$ cat src/rtl/npu_host_master.sv
// npu_host_master
// Bus initiator for the NPU host port. It takes one command at a time and
// turns it into host-port traffic: a single write, a single read, or a
// polled read that repeats until a masked compare matches or the attempt
// limit is reached. Every accepted command produces exactly one response.
//
// Ports
//   clk, rst_ni          clock, synchronous active-low reset
//   cmd_valid/cmd_ready  command handshake; cmd_op 00 WRITE 01 READ 10 POLL 11 NOP
//   cmd_addr/data/mask   address, write data or compare value, compare mask
//   rsp_valid/rsp_ready  response handshake
//   rsp_data/rsp_status  read/poll data (0 for WRITE/NOP), 00 OK / 01 TIMEOUT
//   busy                 high whenever the FSM is not idle
//   ena/wea/addra/dina   registered host-port outputs
//   douta                host-port read data, valid READ_LAT cycles after issue
module npu_host_master #(
  parameter int READ_LAT = 1,
  parameter int POLL_GAP = 2,
  parameter int POLL_MAX = 1024
) (
  input  logic        clk,
  input  logic        rst_ni,
  input  logic        cmd_valid,
  output logic        cmd_ready,
  input  logic [1:0]  cmd_op,
  input  logic [15:0] cmd_addr,
  input  logic [31:0] cmd_data,
  input  logic [31:0] cmd_mask,
  output logic        rsp_valid,
  input  logic        rsp_ready,
  output logic [31:0] rsp_data,
  output logic [1:0]  rsp_status,
  output logic        busy,
  output logic        ena,
  output logic        wea,
  output logic [15:0] addra,
  output logic [31:0] dina,
  input  logic [31:0] douta
);

  localparam int AW = $clog2(POLL_MAX + 1);
  localparam int CW = $clog2(READ_LAT + POLL_GAP + 1);

  localparam logic [1:0] OP_WRITE = 2'b00;
  localparam logic [1:0] OP_READ  = 2'b01;
  localparam logic [1:0] OP_POLL  = 2'b10;
  localparam logic [1:0] ST_OK    = 2'b00;
  localparam logic [1:0] ST_TOUT  = 2'b01;

  typedef enum logic [2:0] {
    S_IDLE, S_WR, S_RD_ISSUE, S_RD_WAIT, S_GAP, S_RESP
  } state_t;

  state_t        r_state, w_state_next;
  logic [1:0]    r_op;
  logic [15:0]   r_addr;
  logic [31:0]   r_data, r_mask;
  logic [AW-1:0] r_attempts;
  logic [CW-1:0] r_cnt;

  logic          r_ena, r_wea, r_rsp_valid;
  logic [15:0]   r_addra;
  logic [31:0]   r_dina, r_rsp_data;
  logic [1:0]    r_rsp_status;

  logic          w_ena_next, w_wea_next, w_rsp_valid_next;
  logic [15:0]   w_addra_next;
  logic [31:0]   w_dina_next, w_rsp_data_next;
  logic [1:0]    w_rsp_status_next;

  logic w_accept, w_wait_last, w_gap_done, w_match, w_limit, w_timeout;

  assign cmd_ready = rst_ni && (r_state == S_IDLE);
  assign busy      = (r_state != S_IDLE);
  assign w_accept  = cmd_valid && cmd_ready;

  // r_cnt restarts at 0 on every state change, so it counts cycles spent
  // in the current RD_WAIT or GAP stretch.
  assign w_wait_last = (r_state == S_RD_WAIT) && (r_cnt == CW'(READ_LAT - 1));
  assign w_gap_done  = (r_cnt == CW'(POLL_GAP - 1));
  assign w_match     = ((douta & r_mask) == (r_data & r_mask));
  // r_attempts has already been bumped for the read being completed.
  assign w_limit     = (r_attempts == AW'(POLL_MAX));
  assign w_timeout   = w_wait_last && (r_op == OP_POLL) && !w_match && w_limit;

  // State register and output registers
  always_ff @(posedge clk) begin
    if (!rst_ni) begin
      r_state      <= S_IDLE;
      r_op         <= OP_WRITE;
      r_addr       <= '0;
      r_data       <= '0;
      r_mask       <= '0;
      r_attempts   <= '0;
      r_cnt        <= '0;
      r_ena        <= 1'b0;
      r_wea        <= 1'b0;
      r_addra      <= '0;
      r_dina       <= '0;
      r_rsp_valid  <= 1'b0;
      r_rsp_data   <= '0;
      r_rsp_status <= ST_OK;
    end else begin
      r_state <= w_state_next;
      if (w_accept) begin
        r_op   <= cmd_op;
        r_addr <= cmd_addr;
        r_data <= cmd_data;
        r_mask <= cmd_mask;
      end
      if (w_accept)
        r_attempts <= '0;
      else if (r_state == S_RD_ISSUE)
        r_attempts <= r_attempts + 1'b1;
      if (w_state_next != r_state)
        r_cnt <= '0;
      else if (r_state == S_RD_WAIT || r_state == S_GAP)
        r_cnt <= r_cnt + 1'b1;
      r_ena        <= w_ena_next;
      r_wea        <= w_wea_next;
      r_addra      <= w_addra_next;
      r_dina       <= w_dina_next;
      r_rsp_valid  <= w_rsp_valid_next;
      r_rsp_data   <= w_rsp_data_next;
      r_rsp_status <= w_rsp_status_next;
    end
  end

  // Next-state logic
  always_comb begin
    w_state_next = r_state;
    case (r_state)
      S_IDLE: begin
        if (w_accept) begin
          case (cmd_op)
            OP_WRITE: w_state_next = S_WR;
            OP_READ,
            OP_POLL:  w_state_next = S_RD_ISSUE;
            default:  w_state_next = S_RESP;
          endcase
        end
      end
      S_WR:       w_state_next = S_RESP;
      S_RD_ISSUE: w_state_next = S_RD_WAIT;
      S_RD_WAIT: begin
        if (w_wait_last) begin
          if (r_op != OP_POLL || w_match || w_limit)
            w_state_next = S_RESP;
          else if (POLL_GAP == 0)
            w_state_next = S_RD_ISSUE;
          else
            w_state_next = S_GAP;
        end
      end
      S_GAP: begin
        if (w_gap_done)
          w_state_next = S_RD_ISSUE;
      end
      S_RESP: begin
        if (rsp_ready)
          w_state_next = S_IDLE;
      end
      default: w_state_next = S_IDLE;
    endcase
  end

  // Output logic: bus and response values are computed from the state being
  // entered so that they appear registered in the very cycle of that state.
  always_comb begin
    w_ena_next        = (w_state_next == S_WR) || (w_state_next == S_RD_ISSUE);
    w_wea_next        = (w_state_next == S_WR);
    w_addra_next      = r_addra;
    w_dina_next       = r_dina;
    w_rsp_valid_next  = (w_state_next == S_RESP);
    w_rsp_data_next   = r_rsp_data;
    w_rsp_status_next = r_rsp_status;
    // The first issue of a command leaves IDLE, where only cmd_addr is current.
    if (w_ena_next)
      w_addra_next = (r_state == S_IDLE) ? cmd_addr : r_addr;
    if (w_state_next == S_WR)
      w_dina_next = cmd_data;
    if (w_accept)
      w_rsp_data_next = '0;
    else if (w_wait_last)
      w_rsp_data_next = douta;
    if (r_state != S_RESP && w_state_next == S_RESP)
      w_rsp_status_next = w_timeout ? ST_TOUT : ST_OK;
  end

  assign ena        = r_ena;
  assign wea        = r_wea;
  assign addra      = r_addra;
  assign dina       = r_dina;
  assign rsp_valid  = r_rsp_valid;
  assign rsp_data   = r_rsp_data;
  assign rsp_status = r_rsp_status;

endmodule
$ cat config.mk
export PLATFORM = sky130hd
export DESIGN_NAME = npu_host_master
export DESIGN_NICKNAME = d
export VERILOG_FILES = /design/src/rtl/npu_host_master.sv
export SDC_FILE = /design/constraint.sdc
export NUM_CORES = 1
export LEC_CHECK = 0
export CORE_MARGIN = 3
export CORE_UTILIZATION = 47
export CTS_CLUSTER_DIAMETER = 30
export DETAILED_ROUTE_END_ITERATION = 6
export PLACE_DENSITY = 0.79
export SLEW_MARGIN = 20
export SYNTH_ARGS = -nofsm -noshare
export SYNTH_HDL_FRONTEND = slang
export SYNTH_SLANG_ARGS = --single-unit
$ cat constraint.sdc
create_clock -name clk -period 4.7 [get_ports clk]
set_clock_uncertainty 0.1 [all_clocks]
set_input_delay 0.94 -clock clk [delete_from_list [all_inputs] [get_ports clk]]
set_output_delay 0.94 -clock clk [all_outputs]
set_load 0.05 [all_outputs]
==> metrics.csv <==
stage,metric,value,unit
timing,final number of hold-violating endpoints,0,
clock_network,CTS tree,done,
hold_path,HP Class,reg -> reg,
clock_network,H-Tree Depth,4,
synth,Simple-Gate Fraction of Synth Area,0.269,
clock_network,Sink Count,182,
worst_setup_path,CP startpoint,r_state[0],
synth,Compound-Gate Fraction of Synth Area,0.104,
timing,crit share post-route,0.698,
place,DP HPWL,14200,µm
die,Die ar.,16900,µm²
synth,Synth cell types,47,
layout,Layout area overhead,37.4,%
layout,Filler Cell Count,1221,
power_and_ir_drop,leak pwr,4.04,nW
synth,top cell type's share of synthesized area,0.504,
power_and_ir_drop,Max IR drop VDD,376,µV
clock_network,post-CTS sizing,0,
synth,synthesized area per cell,8.15,µm²
timing,"Slew Viols, Final",0,
global_routing,Tot GR Track Use,0.243,
synth,Synth async-reset ratio,0,
drt,Via Count,6659,
synth,Post-Syn Area,7230,µm²
worst_setup_path,Crit Path Category,reg -> out,
power_and_ir_drop,PwrDens,447,nW/µm²
global_routing,pin count of the biggest net entering global routing,82,
timing,f_max,305,MHz
die,Rows,44,
clock_network,Skew-Pair Late Insertion Delay,0.43,ns
global_routing,met1 GRT Util,0.337,
layout,non-filler instance count after layout,1257,
place,Port Buf Inserts,203,
timing,endpoints failing setup,0,
drt,initial DRC count,524,
timing,RSZ-0062 raised after global routing,no,
die,die height,130,µm
clock_network,hold buffers post-CTS,0,
global_routing,met2 usage,0.366,
global_routing,first-pass GRT wire length,32100,µm
synth,"EDFF count, synth",0,
timing,Setup TNS,0,ns
clock_network,number of buffers created by CTS,17,
clock_network,"Reg clk slew, reported paths",0.06,ns
drt,DR WL/cell,16.4,µm
die,core footprint,14800,µm²
drt,Post-DRT Antenna Nets,0,
synth,XOR/XNOR Fraction of Synth Area,0.0497,
drt,# DRC,0,
hold_path,min-delay src,rsp_data[26],
synth,Synth area leader,dfxtp_1,
layout,post-route cell area,9930,µm²
run,max-cap violation count,0,
die,Initial Util,0.488,
synth,"Seq/Total Area, Yosys",0.504,
worst_setup_path,Critical R2R Launch,r_state[1],
run_status,outcome,completed,
global_routing,grt ovf,0,
place,DP Cell Count,1224,
worst_setup_path,CP Capture Type,primary output,
layout,fraction of layout cells with a size suffix above 1,0.0522,
worst_setup_path,CP Launch Type,flop,
worst_setup_path,Worst Path Max Fanout,17,
clock_network,CTS Root Cell,clkbuf_16,
die,die width,130,µm
layout,Nets,1183,
global_routing,GR Util met3,0.0708,
synth,syn_nets,1011,
worst_setup_path,critical path required time,3.66,ns
synth,top_reg_cell synth,dfxtp_1,
clock_network,Longest Clk Path Bufs,2,
global_routing,GR peak layer,met2,
clock_network,setup repair bufs after CTS,0,
global_routing,antenna violations before repair,0,
place,gpl congestion,0.856,
synth,Ys Warns,0,
synth,Seq cells post-synth,182,
synth,Synth Area in Adders,0.0104,
drt,DR pass1 iterations,5,
worst_setup_path,"Arr. time, crit path",2.24,ns
die,IO Count,205,
place,Placed Area,9350,µm²
global_routing,vias in the first global route,6136,
synth,portion of netlist area occupied by mux cells,0.0221,
synth,Synth area leaders,"dfxtp_1, nand2_1, nand3_1, xor2_1, a21oi_1",
synth,top post-synthesis cells by count,"nand2_1, dfxtp_1, nand3_1",
drt,drt total wl,20700,µm
synth,synthesized instance count,887,
drt,vias per std cell,5.30,
timing,worst-margin pin slew,0.896,ns
synth,largest family of logic cells by synthesized area,simple AND/OR/NAND/NOR gates,
synth,most common cell in the netlist,nand2_1,
timing,Slew headroom,0.403,
timing,Tmin final,3.28,ns
layout by cell type (no fill, tap or decap), drive strengths merged, types with 3 or more instances in the layout:
cell type | synthesis | layout
o21ai | 39 | 39
dfxtp | 182 | 182
buf | 24 | 12
clkdlybuf4s50 | 0 | 202
nor4 | 3 | 3
a21oi | 42 | 42
inv | 11 | 13
clkinvlp | 0 | 3
a22oi | 16 | 16
clkbuf | 37 | 21
ha | 6 | 6
clkinv | 1 | 5
nand4 | 9 | 9
xor2 | 39 | 39
a211oi | 17 | 17
mux2i | 16 | 16
nand2 | 266 | 266
and2 | 3 | 3
and3 | 4 | 4
nor2 | 30 | 30
nand3 | 115 | 115
routing by layer:
metal  vias up  wire, µm  part of all wire
met1      3052      9320              0.45
met2       268      9220              0.45
met5         -         0                 0
met4         0       388             0.019
li1       3306         -                 -
met3        33      1730             0.084
worst max-delay path, cell delays in order (launching register included):
cell             delay [ns]
dfxtp_1                0.60
nor3_2                 0.08
buf_4                  0.25
inv_1                  0.08
clkdlybuf4s50_1        0.79
sequential cells by signal, indices dropped and copies added, names as in the netlist, 3 cells and up:
name / flops
r_addr: 16
rsp_data: 32
r_state: 3
dina: 32
r_mask: 32
addra: 16
r_data: 32
r_attempts: 11
through the flow:
step / utilization / power, mW / setup slack (ns) / hold slack [ns]
6_report: 0.671 / 4.44 / 1.42 / 0.351
5_1_grt: 0.671 / 4.63 / 1.27 / 0.366
4_1_cts: 0.671 / 4.46 / 1.40 / 0.355
3_5_place_dp: 0.631 / 3.05 / 1.38 / 0.344
3_3_place_gp: 0.631 / 3.03 / 1.45 / 0.340
2_1_floorplan: - / 2.61 / 1.43 / 0.333
cell families (layout without fill, tap and decap cells):
family                     count (synthesis)  in the layout
AOI/OAI and AO/OA                        123            123
xor gates and xnor gates                  41             41
adders and majority gates                  6              6
buffers and inverters                     73            258
DFF                                      182            182
muxes                                     16             16
other                                      1              2
and+or+nand+nor                          445            445
final cells by class:
| type | instances | area (µm²) | area share |
|---|---|---|---|
| Sequential cell | 182 | 3640 | 0.367 |
| Multi-Input combinational cell | 632 | 3320 | 0.334 |
| Timing Repair Buffer | 214 | 2110 | 0.213 |
| Clock buffer | 21 | 460 | 0.0463 |
| Tap cell | 184 | 230 | 0.0232 |
| Clock inverter | 11 | 124 | 0.0125 |
| Inverter | 12 | 45.0 | 0.00453 |
| Antenna cell | 1 | 2.50 | 0.000252 |
path summary, 6_finish.rpt:
kind,cells past startpoint,end,slack [ns]
worst min-delay path,2,rsp_data[26],0.35
worst max register to register,7,addra[2],2.07
worst min register to register,2,rsp_data[26],0.35
worst max-delay path,4,busy,1.42
power by group:
group,internal (mW),switching [mW]
clock network,0.813,0.607
logic,0.435,0.751
registers,1.72,0.112
No activity file was read; power rests on OpenSTA's default activity.
